===== src/rtl/bus_arbiter.sv =====
// Round-robin arbiter handing the system bus from the CPU to two requesters (m0 = PRC, m1 = aux DMA).
// Optional grant watchdog enabled by defining BUS_ARB_WATCHDOG_EN.
// state    | meaning
// IDLE     | CPU owns the bus
// WAIT_ACK | bus requested from CPU, waiting for release
// GRANTED  | requester cur owns the bus
// HANDOFF  | dead cycle between requesters
// RELEASE  | dead cycle before returning the bus to the CPU
module bus_arbiter #(
  parameter int WATCHDOG_CYCLES = 1024
) (
  input  logic        clk,
  input  logic        reset,
  output logic        cpu_bus_request,
  input  logic        cpu_bus_ack,
  input  logic [23:0] cpu_address_in,
  input  logic [7:0]  cpu_data_in,
  input  logic        cpu_read,
  input  logic        cpu_write,
  input  logic [1:0]  cpu_bus_status,
  input  logic [1:0]  req,
  output logic [1:0]  gnt,
  input  logic [47:0] req_address,
  input  logic [15:0] req_data,
  input  logic [1:0]  req_read,
  input  logic [1:0]  req_write,
  input  logic [3:0]  req_bus_status,
  output logic [23:0] address_out,
  output logic [7:0]  data_out,
  output logic        read,
  output logic        write,
  output logic [1:0]  bus_status,
  output logic [1:0]  owner,
  output logic        watchdog_irq
);

  typedef enum logic [2:0] {IDLE, WAIT_ACK, GRANTED, HANDOFF, RELEASE} state_t;

  state_t     state, state_nxt;
  logic       cur, cur_nxt;
  logic       rr_prio;
  logic [1:0] mask, mask_set;
  logic [1:0] req_eff;
  logic [1:0] gnt_q;
  logic       wd_hit;

  // A requester whose grant was taken away must drop req before it competes again.
  assign req_eff = req & ~mask;

`ifdef BUS_ARB_WATCHDOG_EN
  localparam int WD_W = (WATCHDOG_CYCLES > 2) ? $clog2(WATCHDOG_CYCLES) : 1;
  logic [WD_W-1:0] wd_cnt;
  logic            wd_irq_q;

  assign wd_hit       = (state == GRANTED) && (wd_cnt == WD_W'(WATCHDOG_CYCLES - 1));
  assign watchdog_irq = wd_irq_q;

  always_ff @(posedge clk) begin
    if (reset) begin
      wd_cnt   <= '0;
      wd_irq_q <= 1'b0;
    end else begin
      wd_irq_q <= wd_hit && cpu_bus_ack && req_eff[cur];
      if (state_nxt == GRANTED && state != GRANTED) wd_cnt <= '0;
      else if (state == GRANTED)                    wd_cnt <= wd_cnt + WD_W'(1);
    end
  end
`else
  assign wd_hit       = 1'b0;
  assign watchdog_irq = 1'b0;
`endif

  always_ff @(posedge clk) begin
    if (reset) begin
      state   <= IDLE;
      cur     <= 1'b0;
      rr_prio <= 1'b0;
      mask    <= 2'b00;
      gnt_q   <= 2'b00;
    end else begin
      state <= state_nxt;
      cur   <= cur_nxt;
      mask  <= req & (mask | mask_set);
      gnt_q <= (state_nxt == GRANTED) ? (cur_nxt ? 2'b10 : 2'b01) : 2'b00;
      if (state_nxt == GRANTED && state != GRANTED) rr_prio <= ~cur_nxt;
    end
  end

  always_comb begin
    state_nxt = state;
    cur_nxt   = cur;
    mask_set  = 2'b00;
    case (state)
      IDLE:     if (|req_eff) state_nxt = WAIT_ACK;
      WAIT_ACK: begin
        if (req_eff == 2'b00) state_nxt = RELEASE;
        else if (cpu_bus_ack) begin
          state_nxt = GRANTED;
          cur_nxt   = (req_eff == 2'b11) ? rr_prio : req_eff[1];
        end
      end
      GRANTED: begin
        if (!cpu_bus_ack) begin
          state_nxt     = RELEASE;
          mask_set[cur] = req[cur];
        end else if (!req[cur] || wd_hit) begin
          mask_set[cur] = req[cur];
          state_nxt     = req_eff[~cur] ? HANDOFF : RELEASE;
        end
      end
      HANDOFF: begin
        if (req_eff[~cur]) begin
          state_nxt = GRANTED;
          cur_nxt   = ~cur;
        end else state_nxt = RELEASE;
      end
      RELEASE:  state_nxt = IDLE;
      default:  state_nxt = IDLE;
    endcase
  end

  always_comb begin
    address_out = cpu_address_in;
    data_out    = cpu_data_in;
    read        = cpu_read;
    write       = cpu_write;
    bus_status  = cpu_bus_status;
    owner       = 2'b00;
    case (state)
      GRANTED: begin
        address_out = cur ? req_address[47:24]   : req_address[23:0];
        data_out    = cur ? req_data[15:8]       : req_data[7:0];
        read        = cur ? req_read[1]          : req_read[0];
        write       = cur ? req_write[1]         : req_write[0];
        bus_status  = cur ? req_bus_status[3:2]  : req_bus_status[1:0];
        owner       = cur ? 2'b10 : 2'b01;
      end
      HANDOFF, RELEASE: begin
        address_out = '0;
        data_out    = '0;
        read        = 1'b0;
        write       = 1'b0;
        bus_status  = 2'b00;
        owner       = 2'b11;
      end
      default: ;
    endcase
    // The CPU keeps the bus while reset is held, whatever state the register shows.
    if (reset) begin
      address_out = cpu_address_in;
      data_out    = cpu_data_in;
      read        = cpu_read;
      write       = cpu_write;
      bus_status  = cpu_bus_status;
    end
  end

  assign cpu_bus_request = (state != IDLE);
  assign gnt             = gnt_q;

endmodule


===== config.mk =====
export PLATFORM = sky130hd
export DESIGN_NAME = bus_arbiter
export DESIGN_NICKNAME = d
export VERILOG_FILES = /design/src/rtl/bus_arbiter.sv
export SDC_FILE = /design/constraint.sdc
export NUM_CORES = 1
export LEC_CHECK = 0
export ABC_AREA = 1
export CAP_MARGIN = 20
export CELL_PAD_IN_SITES_DETAIL_PLACEMENT = 0
export CELL_PAD_IN_SITES_GLOBAL_PLACEMENT = 1
export CORE_AREA = 2 2 77 97
export CTS_BUF_LIST = sky130_fd_sc_hd__clkbuf_4 sky130_fd_sc_hd__clkbuf_8
export CTS_CLUSTER_SIZE = 28
export DETAILED_ROUTE_END_ITERATION = 6
export DIE_AREA = 0 0 79 99
export DONT_BUFFER_PORTS = 1
export PLACE_DENSITY = 0.64
export SYNTH_ARGS = -nofsm -noshare
export SYNTH_HDL_FRONTEND = slang
export SYNTH_SLANG_ARGS = --single-unit

===== constraint.sdc =====
create_clock -name clk -period 3.58 [get_ports clk]
set_input_delay 0.358 -clock clk [delete_from_list [all_inputs] [get_ports clk]]
set_output_delay 0.358 -clock clk [all_outputs]
set_load 0.03 [all_outputs]

==> results of run 1 <==
-- routing by layer --
metal  share of wire, %  track usage [%]
met1                 37             13.6
met2                 53             27.7
met3                8.7             3.39
met4               0.87             3.58
met5                  0                0
-- synth_stat cells (all sizes together) --
master  number  area (um2)
nand3b       2        15.0
clkbuf       2        7.51
conb         1        3.75
buf         25         224
dfxtp        9         180
a21oi        2        10.0
a31oi        2        12.5
inv         53         206
nand3       84         623
nor2        17        73.8
o21ai       42         323
nor3         3        15.0
nand4       36         225
nand2       24         105
-- cells by family after synthesis --
logic type             share of synthesized area [%]
buffers and inverters                           21.6
flip-flops                                      8.90
other                                          0.185
AND/OR/NAND/NOR                                 52.2
AO/OA/AOI/OAI                                   17.1
-- critical path: stages, from the launching register on --
cell and delay [ns]:
dfxtp_1 0.44, nand3_4 0.14, inv_4 0.62, nand3_1 0.18, nand4_1 0.17, o21ai_2 0.08, inv_1 0.22
-- through the flow --
stage	setup slack (ns)	cells	hold slack (ns)	utilization, %	total power, W
after floorplan	1.69	302	0.427	-	0.000395
after global placement	1.38	368	0.433	28.0	0.000408
after detailed placement	1.35	368	0.434	28.0	0.000408
after CTS	1.08	372	0.179	28.6	0.000533
after global routing	0.918	372	0.174	28.6	0.000560
final	1.07	372	0.182	28.6	0.000526
-- flip-flops by register name (all words and copies together), names as in the netlist --
| signal | cells |
|---|---|
| state | 3 |
| gnt | 2 |
| mask | 2 |
| cur | 1 |
| rr_prio | 1 |
-- how the worst max path moves through the flow --
stage / endpoint / cells after the start / slack [ns] / from
3_3_place_gp: address_out[22] / 6 / 1.38 / state[1]
5_1_grt: bus_status[0] / 6 / 0.92 / state[1]
6_report: address_out[0] / 6 / 1.07 / state[1]
2_1_floorplan: owner[1] / 4 / 1.69 / cur
3_5_place_dp: address_out[0] / 6 / 1.35 / state[1]
4_1_cts: address_out[0] / 6 / 1.08 / state[1]
-- report_power, final --
group | switching (W) | leakage [nW] | internal, W | total, W
Combinational | 0.000230 | 0.576 | 0.0000624 | 0.000292
Clock | 0.0000464 | 0.0255 | 0.0000764 | 0.000123
Sequential | 0.00000545 | 0.0731 | 0.000105 | 0.000111
-- cell type report --
cell class | instances | share of cell area [%]
Clock buffer | 3 | 2.09
Clock inverter | 1 | 0.253
Timing Repair Buffer | 3 | 1.14
Multi-Input combinational cell | 213 | 71.2
Sequential cell | 9 | 9.13
Tap cell | 90 | 5.70
Inverter | 53 | 10.5
-- cells in the final DEF, fill, tap and decap left out --
master and count:
dfxtp_1 9, nor2_2 1, nand3b_1 2, clkinv_2 1
inv_6 1, conb_1 1, nand4_1 36, o21ai_1 6
inv_2 5, a31oi_1 2, nand3_4 1, inv_4 1
buf_4 3, nand2_4 2, nor2_4 1, inv_1 46
clkbuf_8 3, a21oi_1 2, o21ai_0 6, nor2_1 15
nand3_2 38, nand2_1 22, nand3_1 45, nor3_1 3
o21ai_2 30
==> qor.txt, run 1 <==
Area Growth Syn to Fin: -2.47%
Multi-input gate area: 1410 um2
Hold_sp: reset
Final setup vio count: 0
Setup TNS: 0 ns
Core area: 6890 um2
Placed cell area: 1930 um2
Mapped Avg Cell Area: 6.70 um2
Cts repair resizes: 0
Clock root buffer: clkbuf_8
Worst Reg-to-Reg Cells: 9
Synth Warn #: 0
Max rail drop VDD: 0.000197 V
Worst slew pin tran: 1.07 ns
Drt wl/cell: 15.8 um
Mapped Cells: 302
Die Ht: 99 um
Power Density: 266 nW/um2
Number of global-route vias before repair: 1982
Routability Congestion: 0.839
Post-Route WL: 5890 um
Post-synthesis sequential area ratio: 8.90%
CTS tree: yes
Worst Setup Path Type: reg -> out
RSZ-0062 raised after global routing: false
Initial Util: 29.4%
DIE AREA: 7820 um2
Post-route antenna net violation count: 0
Startpoint Class: flop
Static Leak: 0.674 nW
Library cells used by synthesis: 28
Remaining DRCs: 0
Antenna violations before repair: 0
Max cap viols: 0
Worst EP arrival: 2.15 ns
Hpwl dp: 4220 um
Vias: 2015
Hold buffers post-CTS: 0
Layout cells sized above 1: 30.9%
Critical Path RT: 3.22 ns
Slew HR: 27.9%
Fin. Hold Viols: 0
Fin crit share: 70.0%
Clock Path Buffers: 2
First-pass GRT wire length: 8830 um
Fmax: 0.399 GHz
Setup Buffers After CTS: 0
Num CTS Buffers: 3
FP Rows: 34
Reg2reg setup slack: 1.65 ns
Hold Crit Class: in -> reg
IO buf count: 0
Filler cells: 783
Hold path depth: 1
Final instance area: 1970 um2
Hold path endpoint: mask[0]
Clk_lat worst skew: 0.24 ns
CTS sink count: 9
Nets: 396
Syn nets: 415
R2R Path Start: cur
All-Layer GR Usage: 13.8%
First-pass iteration count of the detailed router: 4
FF+latch count, synth: 9
R2r endpoint: gnt[0]
Mapped Area: 2020 um2
H-tree Lvls: 1
Status: completed
Via/cell ratio: 5.42
Ports: 155
Die W: 79 um
Register area: 180 um2
Min Clock Period, post-route: 2.51 ns
DR iter-0 viols: 59
Critical path peak fanout: 76
GRT Residual Overflow: 0
Final Slew Violations: 0
Max Clock Skew: 0.00849 ns
N_diodes: 0
Setup crit end kind: output port
Largest net degree at the start of global routing: 77
Clk slew on worst S/H paths: 0.05 ns
No activity file was read; power rests on OpenSTA's default activity.
==> run 2, diff against run 1 <==
PLACE_DENSITY = 0.66   (was 0.64)
clock period = 2.09 ns   (was 3.58 ns; I/O delays follow)
==> qor.txt, run 2 (synthesis gave the netlist of run 1 again) <==
Status: completed
Min Clock Period, post-route: 1.91 ns
Drt wl/cell: 15.7 um
Reg2reg setup slack: 0.61 ns
Startpoint Class: flop
Max Clock Skew: 0.00598 ns
FP Rows: 34
Number of global-route vias before repair: 1992
Area Growth Syn to Fin: 3.89%
DR iter-0 viols: 68
Setup TNS: 0 ns
Final setup vio count: 0
Core area: 6890 um2
Worst Setup Path Type: reg -> out
Most common cell after layout, fill and taps aside: inv_1
Met3 wire len: 570 um
Int Pwr: 0.000443 W
Worst EP arrival: 1.71 ns
Max rail drop VDD: 0.000303 V
N_diodes: 0
Sequential share of power: 20.5%
Commonest cells after routing, fill and taps aside: inv_1 (46), nand3_1 (45), nand3_2 (38), nand4_1 (36), o21ai_2 (30)
Ports: 155
Metal2 WL: 3130 um
Critical path peak fanout: 36
H-tree Lvls: 1
Fin. Hold Viols: 0
CP top delay family: buffers and inverters
Num CTS Buffers: 3
Die W: 79 um
Crit path largest cell delay: 0.36 ns
Setup crit end kind: output port
Hpwl dp: 4590 um
Vias: 2094
First-pass GRT wire length: 8980 um
Largest reg by FF count: state
Layout cells sized above 1: 33.4%
Critical Path RT: 1.88 ns
Largest net degree at the start of global routing: 37
Die Ht: 99 um
Nets: 407
All-Layer GR Usage: 13.8%
Largest register FFs: 3
Sw Pwr: 0.000486 W
Clk_lat worst skew: 0.24 ns
Max cap viols: 0
Final instance area: 2100 um2
Final Slew Violations: 0
Remaining DRCs: 0
Power Density: 441 nW/um2
Clock Path Buffers: 2
Top layer in use: met4
First-pass iteration count of the detailed router: 4
Switching share of total power: 52.3%
Fmax: 0.522 GHz
GRT Residual Overflow: 0
Post-route antenna net violation count: 0
Clock root buffer: clkbuf_8
Clock power share: 21.8%
Via/cell ratio: 5.47
Static Leak: 0.741 nW
Clk slew on worst S/H paths: 0.05 ns
Comb pwr share: 57.6%
Initial Util: 29.4%
DIE AREA: 7820 um2
Wl on met1: 2270 um
Fin crit share: 91.6%
Crit path buffers/inverters: 4
Routability Congestion: 0.833
Placed cell area: 2050 um2
Crit-path cells: inv_2 -> nor2_4 -> nand2_1 -> nand2_1 -> inv_2 -> nand2_4 -> nand2_4 -> inv_8 -> o21ai_2 -> inv_1
IO buf count: 0
Hold Crit Class: in -> reg
CTS sink count: 9
Post-Route WL: 6020 um
Slowest-stage cell, CP: dfxtp_1
CTS tree: yes
Antenna violations before repair: 0
RSZ-0062 raised after global routing: false
Hold buffers post-CTS: 0
==> run 2: cell type report <==
type	count	area [um2]
Fill cell	759	4790
Sequential cell	9	180
Tap cell	90	113
Inverter	53	211
Timing Repair Buffer	14	146
Clock buffer	3	41.3
Clock inverter	1	5.00
Multi-Input combinational cell	213	1410
==> run 2: repair_timing <==
item / CTS / global route
setup endpoints to repair: 0 / 11
resized for setup: 0 / 3
setup buffers: 0 / 0
==> run 2: worst paths after layout <==
path	end	startpoint	depth (start not counted)
worst max-delay path	address_out[6]	state[0]	10
worst min-delay path	mask[0]	reset	1
worst max register to register	gnt[0]	cur	10
worst min register to register	rr_prio	rr_prio	2
==> run 2: per-layer routing <==
layer	global-route usage, %	vias to the layer above
met5	0	-
met4	2.79	0
met1	14.8	961
li1	-	1023
met2	27.3	105
met3	2.84	5
==> run 2: metrics by stage <==
step | setup WS (ns) | hold WS, ns | cells | power (W) | util (%)
floorplan | 0.352 | 0.278 | 302 | 0.000676 | -
global route | 0.0239 | 0.0280 | 383 | 0.000990 | 30.5
global placement | 0.361 | 0.288 | 379 | 0.000728 | 29.7
finish | 0.176 | 0.0405 | 383 | 0.000928 | 30.5
detailed placement | 0.345 | 0.289 | 379 | 0.000731 | 29.7
CTS | 0.0940 | 0.0349 | 383 | 0.000937 | 30.4
==> run 2: power groups by stage <==
| stage | sequential (W) | combinational (W) | clock [W] |
|---|---|---|---|
| after floorplan | 0.000193 | 0.000483 | 0 |
| after global placement | 0.000194 | 0.000535 | 0 |
| after detailed placement | 0.000194 | 0.000537 | 0 |
| after CTS | 0.000191 | 0.000538 | 0.000209 |
| after global routing | 0.000191 | 0.000578 | 0.000220 |
| final | 0.000191 | 0.000535 | 0.000203 |
